`src/rtl/frame_sign_feeder.sv`:
```
// -----------------------------------------------------------------------------
// frame_sign_feeder
//
// Upstream neighbour of the sign-inversion stage. It collects one frame of
// DEPTH signed samples over a valid/ready handshake into a local register
// buffer. It then replays the frame one word per clock inside a contiguous
// enable window, with the word's sign bit presented alongside it. The
// downstream finish strobe is checked against the local word count, and a
// one-cycle pulse marks each completed frame.
//
// Ports:
//   iClk        clock, rising edge
//   iRst_n      asynchronous active-low reset
//   iAbort      synchronous abort, discards the current frame (highest priority)
//   iValid      upstream sample valid
//   iData       upstream sample [DW-1:0]
//   oReady      sample accepted this cycle when iValid is high (state == FILL)
//   oEnable     enable window to the downstream stage (registered)
//   oSign       sign bit of the presented word (registered)
//   oData       presented word, zero outside the window (registered)
//   iFinish     downstream finish strobe, expected on the last word only
//   oFrameDone  one-cycle pulse after the last word of a frame
//   oSeqErr     sticky: iFinish disagreed with the word count
//   oBusy       high while draining and during the done cycle
// -----------------------------------------------------------------------------
module frame_sign_feeder #(
  parameter int DW    = 32,
  parameter int DEPTH = 32,   // power of two, equal to 2**AW
  parameter int AW    = 5
) (
  input  logic          iClk,
  input  logic          iRst_n,
  input  logic          iAbort,
  input  logic          iValid,
  input  logic [DW-1:0] iData,
  output logic          oReady,
  output logic          oEnable,
  output logic          oSign,
  output logic [DW-1:0] oData,
  input  logic          iFinish,
  output logic          oFrameDone,
  output logic          oSeqErr,
  output logic          oBusy
);

  typedef enum logic [1:0] {
    S_FILL,
    S_DRAIN,
    S_DONE
  } state_t;

  localparam logic [AW-1:0] LAST_IDX = AW'(DEPTH - 1);

  state_t        r_state;
  state_t        w_next;
  logic [AW-1:0] r_wr_ptr;
  logic [AW-1:0] r_rd_ptr;     // index of the word currently on oData while draining
  logic [DW-1:0] r_mem [DEPTH];

  logic          r_enable;
  logic          r_sign;
  logic [DW-1:0] r_data;
  logic          r_frame_done;
  logic          r_seq_err;
  logic          r_busy;

  logic          w_accept;
  logic          w_last_rd;
  logic [AW-1:0] w_rd_sel;
  logic [DW-1:0] w_rd_word;

  assign oReady    = (r_state == S_FILL);
  assign w_accept  = iValid && oReady && !iAbort;
  assign w_last_rd = (r_state == S_DRAIN) && (r_rd_ptr == LAST_IDX);

  // The output register is loaded with the word that will be on display in
  // the next cycle: word 0 when entering DRAIN, otherwise the following word.
  assign w_rd_sel  = (r_state == S_DRAIN) ? r_rd_ptr + AW'(1) : '0;
  assign w_rd_word = r_mem[w_rd_sel];

  // ---------------------------------------------------------------------------
  // Next-state logic
  // ---------------------------------------------------------------------------
  always_comb begin
    // NOTE: default assigned first so every path drives w_next and no latch is inferred.
    w_next = r_state;
    if (iAbort) begin
      w_next = S_FILL;
    end else begin
      unique case (r_state)
        S_FILL:  if (w_accept && (r_wr_ptr == LAST_IDX)) w_next = S_DRAIN;
        S_DRAIN: if (w_last_rd) w_next = S_DONE;
        S_DONE:  w_next = S_FILL;
        default: w_next = S_FILL;
      endcase
    end
  end

  // NOTE: state and all sequential registers use non-blocking assignments so
  // every always_ff sees the pre-edge values of the others.
  always_ff @(posedge iClk or negedge iRst_n) begin
    if (!iRst_n) r_state <= S_FILL;
    else         r_state <= w_next;
  end

  // ---------------------------------------------------------------------------
  // Frame buffer
  // ---------------------------------------------------------------------------
  // NOTE: the buffer has no reset; its contents are only read after a full
  // frame has been written, and leaving it unreset keeps it a plain register file.
  always_ff @(posedge iClk) begin
    if (w_accept) r_mem[r_wr_ptr] <= iData;
  end

  // Pointers wrap naturally because DEPTH == 2**AW.
  always_ff @(posedge iClk or negedge iRst_n) begin
    if (!iRst_n) begin
      r_wr_ptr <= '0;
      r_rd_ptr <= '0;
    end else if (iAbort) begin
      r_wr_ptr <= '0;
      r_rd_ptr <= '0;
    end else begin
      if (w_accept)             r_wr_ptr <= r_wr_ptr + AW'(1);
      if (r_state == S_DRAIN)   r_rd_ptr <= r_rd_ptr + AW'(1);
    end
  end

  // ---------------------------------------------------------------------------
  // Registered outputs, computed from the state being entered
  // ---------------------------------------------------------------------------
  always_ff @(posedge iClk or negedge iRst_n) begin
    if (!iRst_n) begin
      r_enable     <= 1'b0;
      r_sign       <= 1'b0;
      r_data       <= '0;
      r_frame_done <= 1'b0;
      r_seq_err    <= 1'b0;
      r_busy       <= 1'b0;
    end else if (iAbort) begin
      r_enable     <= 1'b0;
      r_sign       <= 1'b0;
      r_data       <= '0;
      r_frame_done <= 1'b0;
      r_seq_err    <= 1'b0;
      r_busy       <= 1'b0;
    end else begin
      r_frame_done <= (w_next == S_DONE);
      r_busy       <= (w_next != S_FILL);
      if (w_next == S_DRAIN) begin
        r_enable <= 1'b1;
        r_data   <= w_rd_word;
        r_sign   <= w_rd_word[DW-1];
      end else begin
        // Zeroed, disabled input resets the downstream step counter.
        r_enable <= 1'b0;
        r_data   <= '0;
        r_sign   <= 1'b0;
      end
      // Finish must coincide with the last presented word and nowhere else.
      if ((r_state == S_DRAIN) && (iFinish != w_last_rd)) r_seq_err <= 1'b1;
    end
  end

  assign oEnable    = r_enable;
  assign oSign      = r_sign;
  assign oData      = r_data;
  assign oFrameDone = r_frame_done;
  assign oSeqErr    = r_seq_err;
  assign oBusy      = r_busy;

endmodule

```
`config.mk`:
```
export PLATFORM = sky130hd
export DESIGN_NAME = frame_sign_feeder
export DESIGN_NICKNAME = d
export VERILOG_FILES = /design/src/rtl/frame_sign_feeder.sv
export SDC_FILE = /design/constraint.sdc
export NUM_CORES = 1
export LEC_CHECK = 0
export ABC_AREA = 1
export BUFFER_PORTS_ARGS = -buffer_cell sky130_fd_sc_hd__buf_4
export CAP_MARGIN = 20
export CORE_AREA = 2 2 376 378
export CTS_CLUSTER_SIZE = 14
export DETAILED_ROUTE_END_ITERATION = 7
export DIE_AREA = 0 0 378 380
export MAX_ROUTING_LAYER = met4
export PLACE_DENSITY_LB_ADDON = 0.05
export SLEW_MARGIN = 10
export SYNTH_ARGS = -nofsm -noshare
export SYNTH_HDL_FRONTEND = slang
export SYNTH_SLANG_ARGS = --single-unit
```
`constraint.sdc`:
```
create_clock -name iClk -period 2.9 [get_ports iClk]
set_clock_uncertainty 0.1 [all_clocks]
set_input_delay 0.145 -clock iClk [delete_from_list [all_inputs] [get_ports iClk]]
set_output_delay 0.145 -clock iClk [all_outputs]
set_load 0.05 [all_outputs]
```
# --- After elaboration in Yosys (flattened, before gate mapping) ---
# Memories as Yosys holds them, arrays and structs flattened.
# Cells that the tools add are included.
totals:
  register_bits: 49
  latchBits: 0
  ramBits: 1024
  rom_bits: 0
  in_bits: 37
  output_inout_bits: 38
  elab_cells: 50
  memories: 1
classes:
  addsub: 2
  mul: 0
  div: 0
  order_cmp: 0
  n_eq_ne: 6
  shift: 0
  muxes: 21
  bitwise_logic: 0
  reduce_logical: 11
memory_table:
  columns: ["name", "depth", "width", "rd", "rd_ports_with_merged_regs", "wr", "line", "rtl"]
  rows:
  - ["r_mem", 32, 32, 1, 0, 1, "58", "logic [DW-1:0] r_mem [DEPTH];"]
ops:
  columns: ["cell", "n"]
  rows:
  - ["two-way mux 32 bit", 2]
  - ["two-way mux 5 bit", 5]
  - ["adder 5 x 1 -> 5 bit (second input constant)", 2]
  - ["equality test 5 bit (second input constant)", 2]
  - ["two-way mux 1 bit", 10]
  - ["nonzero test 2 bit", 4]
  - ["two-way mux 2 bit", 3]
  - ["logical AND 1 bit", 5]
  - ["equality test 2 x 1 -> 1 bit (second input constant)", 2]
  - ["one-hot mux 2 bit (2 select lines)", 1]
  - ["equality test 2 bit (second input constant)", 1]
  - ["logical NOT 2 bit", 1]
  - ["logical NOT 1 bit", 1]
  - ["!= test 1 bit", 1]

# --- Longest topological paths before layout ---
logic_depth:
  depth_word: 10
  depth_mapped: 14
  depth_no_buf: 11

# --- Worst setup path after synthesis ---
# No wires, ideal clock.
synth_timing:
  kind: "reg-to-reg"
  start: "register r_state[0]"
  end: "memory r_mem[0][0], enable pin"
  setup_time_ns: 0.421
  t_arrival_ns: 3.286
  required_time_ns: 2.379
  path_slack_ns: -0.907
  path_stages_with_launch: 7
  path_buffers: 1
  period_less_slack_ns: 3.807
  cell_sequence: "dfrtp_1 buf_4 nor2_1 nand2_1 nor2_2 nand2_1 nor2_1"
synth_between:
  elab_chain_cells: 5
synth_lines:
  columns: ["element", "line", "rtl"]
  rows:
  - ["start, declared", "54", "state_t r_state;"]
  - ["start signal, assigned", "103", "else r_state <= w_next;"]
  - ["logical NOT 2 bit", "72", "assign oReady = (r_state == S_FILL);"]
  - ["via oReady", "36", "output logic oReady,"]
  - ["logical AND 1 bit (2 in a row)", "73", "assign w_accept = iValid && oReady && !iAbort;"]
  - ["two-way mux 1 bit", "112", "if (w_accept) r_mem[r_wr_ptr] <= iData;"]
  - ["two-way mux 1 bit (implied by the code)", "112", null]
  - ["end, declared", "58", null]
# The timed path passes the listed nets, and every way through them passes these cells.

# --- Final worst setup path ---
layout_timing:
  start: "register r_rd_ptr[0]"
  end: "register r_data[18], in the netlist oData[18]"
layout_between:
  elab_chain_cells: 8
  word_cells_on_any_way: 11
  classes_between: "add/sub (1); eq/ne (2); mux (6); reduce/logical (1); memory (1)"
layout_lines:
  columns: ["element", "line", "rtl"]
  rows:
  - ["start, declared", "57", "logic [AW-1:0] r_rd_ptr;"]
  - ["start signal, assigned", "125", "if (r_state == S_DRAIN) r_rd_ptr <= r_rd_ptr + AW'(1);"]
  - ["branches (longest 6 deep; another with memory (32 x 32 bit))", null, null]
  - ["two-way mux 32 bit *", "150", "if (w_next == S_DRAIN) begin"]
  - ["two-way mux 32 bit *", "140", "end else if (iAbort) begin"]
  - ["end signal, assigned", "152", "r_data <= w_rd_word;"]
  - ["end, declared", "62", "logic [DW-1:0] r_data;"]
# Mark *: on every way between the ends.
# A chain may end at the register's enable or synchronous reset.

==> out/metrics.csv <==
stage;metric;value;unit
sta;rsz0062_at_grt;false;
grt;grt_max_degree;71;
floorplanning;die_area;0.144;mm^2
sta;timing.fmax;352;MHz
cells_and_area;nNetsFinal;3781;
sta;post-route-period-util;97.9;%
route;wl;150000;um
setup_path;crit_type;reg2reg;
place;portBuffers;74;
setup_path;max_stage_delay;0.61;ns
route;num_vias;28500;
cells_and_area;area_growth;19.9;%
setup_path;end_kind;register;
cells_and_area;post-route-util;37.1;%
sta;tns;0;ns
route;drc_errors;0;
sta;holdWs;0.152;ns
cells_and_area;final_cell_mix;1109 x nand2_1, 1024 x edfxtp_1, 872 x nand3_1;
setup_path;start_kind;register;
place;dp_slack;0.117;ns
floorplanning;core-area;0.139;mm^2
synth;yosys_warnings;0;
cts;cts.path.max_buffers;3;
grt;antenna_found_initial;4;
cts;cts_tree;done;
synth;synthCells;3564;
synth;ys_types;29;
cts;insertion_delay;0.73;ns
run_status;status;completed;
power_and_ir_drop;irDropWorstVdd;0.467;mV
cts;htreeDepth;3;
sta;setup_violations;0;
worst_hold_path;min_path_type;in2reg;
grt;grt-ovfl-total;0;
setup_path;critPathArrivalTime;3.31;ns
setup_path;required;3.38;ns
floorplanning;ios;75;
cts;post_cts.repair.setup_buffers;0;
route;dr.pass1.iters;6;
grt;grt_pass1_wl;214000;um
route;viasPerCell;4.98;
cells_and_area;drive_gt1_share;12.4;%
power_and_ir_drop;leakage;19.3;nW
synth;synth_top_area_share;71.5;%
synth;synthesis.nets;3608;
synth;ys_ff_latch;1072;
sta;hold_viol;0;
cells_and_area;final_common_cell;nand2_1;
sta;finalCriticalPeriod;2.84;ns
route;drtIter0Drc;2536;
setup_path;cp_slowest_cell;buf_4;
setup_path;critPathBufInv;2;
synth;yosys-top-cells-area;edfxtp_1 71%, nand3_1 10%, nand2_1 9.7%;
setup_path;crit_family;simple AND/OR/NAND/NOR gates;
cells_and_area;fill_cells;13500;
floorplanning;die_w;378;um
flow_run;max_cap_violations;0;
cts;cts.clk_slew.worst_paths;0.07;ns
setup_path;crit_top_cell;nand2_1;
synth;syn_avg_cell_area;12.1;um^2
place;dp_hpwl;84100;um
floorplanning;rows;137;
route;postRouteAntennaNets;0;
synth;synth_largest_area_cell;edfxtp_1;
synth;synth.yosys.seq_area_share;74.2;%
sta;slew-limit-headroom;52.2;%
grt;grt_pass1_vias;28400;
setup_path;critical_path_peak_fanout;39;
sta;slew_violations;0;
floorplanning;start_util;30.9;%
sta;setup_slack;0.0604;ns
cts;numClockSinks;1072;
grt;groute.usage.overall;21.5;%
synth;synth_area;0.0430;mm^2
floorplanning;die_h;380;um
cts;cts_root_buf;clkbuf_16;
route;wire_per_inst;26.2;um
cts;numCtsBuffers;120;
place;gp_congestion;0.781;
setup_path;path_cells;ha_1 -> nand2_1 -> nand3_4 -> inv_6 -> buf_4 -> nand3_1 -> nand3_1 -> nand2_1 -> nand2_1 -> nand2_1 -> nor2_1;
sta;worstMarginPinSlew;0.717;ns
power_and_ir_drop;power_density;633;mW/mm^2
-- Yosys cell counts, drive strengths merged --
cell,count
nand3,876
a31oi,1
nor2,135
o21ai,4
clkinv,1
ha,7
edfxtp,1024
buf,178
a21oi,38
o22ai,1
or2,2
o2bb2ai,1
nor3,2
xor2,1
inv,46
nand4,33
dfrtp,48
nand2,1112
clkbuf,53
nor4,1
-- layer usage --
layer / vias up / GRT usage [%] / wire, um
met5: - / - / 0
met4: 0 / 6.05 / 3780
met3: 205 / 3.18 / 6890
met2: 667 / 33.4 / 70200
met1: 14600 / 29.2 / 69200
li1: 13000 / - / -
-- final timing paths --
kind | from | endpoint | slack, ns | cells past startpoint
min in group asynchronous | iRst_n | oData[2] | 0.54 | 4
worst min-delay path | iAbort | r_rd_ptr[1] | 0.15 | 3
max in group asynchronous | iRst_n | r_state[0] | 1.89 | 4
worst max-delay path | r_rd_ptr[0] | oData[18] | 0.06 | 11
worst max register to register | r_rd_ptr[0] | oData[18] | 0.06 | 11
worst min register to register | r_rd_ptr[4] | r_rd_ptr[4] | 0.47 | 2
-- registers in the layout, summed over array words and instances (netlist names) --
| signal | count |
|---|---|
| oBusy | 1 |
| oEnable | 1 |
| r_state | 2 |
| r_mem | 1024 |
| r_wr_ptr | 5 |
| oData | 32 |
| r_rd_ptr | 5 |
| oSeqErr | 1 |
| oFrameDone | 1 |
-- timing repair --
action,CTS,global route
endpoints found under the setup margin,0,1
resized for setup,0,1
hold buffers,38,0
hold endpoints to repair,1087,0
-- kinds of logic (layout without fill, tap and decap cells) --
group	count (synthesis)	in the layout	share of synthesized area, %
compound gates	45	45	0.538
xor+xnor	1	1	0.0204
fa+ha+maj	7	7	0.204
buf+inv	278	553	3.28
flops	1072	1072	74.2
other cells	0	5	0
simple gates	2161	2161	21.7
-- per-stage QoR --
stage,area [um^2],cells,total power [mW]
CTS,51600,5715,33.1
finish,51600,5720,32.7
floorplan,43300,3564,17.4
detailed placement,47300,5453,17.8
global route,51600,5719,33.7
global placement,47300,5453,17.8
-- tightest hold or removal path: cells and delay by family --
kind | cells | cell delay [ns]
buffers and inverters | 2 | 0.73
AO/OA/AOI/OAI | 1 | 0.06
-- where the power goes --
part           leakage [nW]  switching, mW  internal, mW
registers              9.88         0.0117          17.0
logic                  7.50          0.386         0.124
clock network          1.92           6.32          8.82
-- cell type report --
class	count	area [um^2]	share of cell area, %
Inverter	47	199	0.386
Antenna cell	5	12.5	0.0243
Timing Repair Buffer	282	3220	6.24
Multi-Input combinational cell	2214	9960	19.3
Sequential cell	1072	32000	61.9
Tap cell	1876	2350	4.55
Clock inverter	70	653	1.27
Clock buffer	154	3240	6.28
Note: power is estimated with default switching activity, not from simulation.
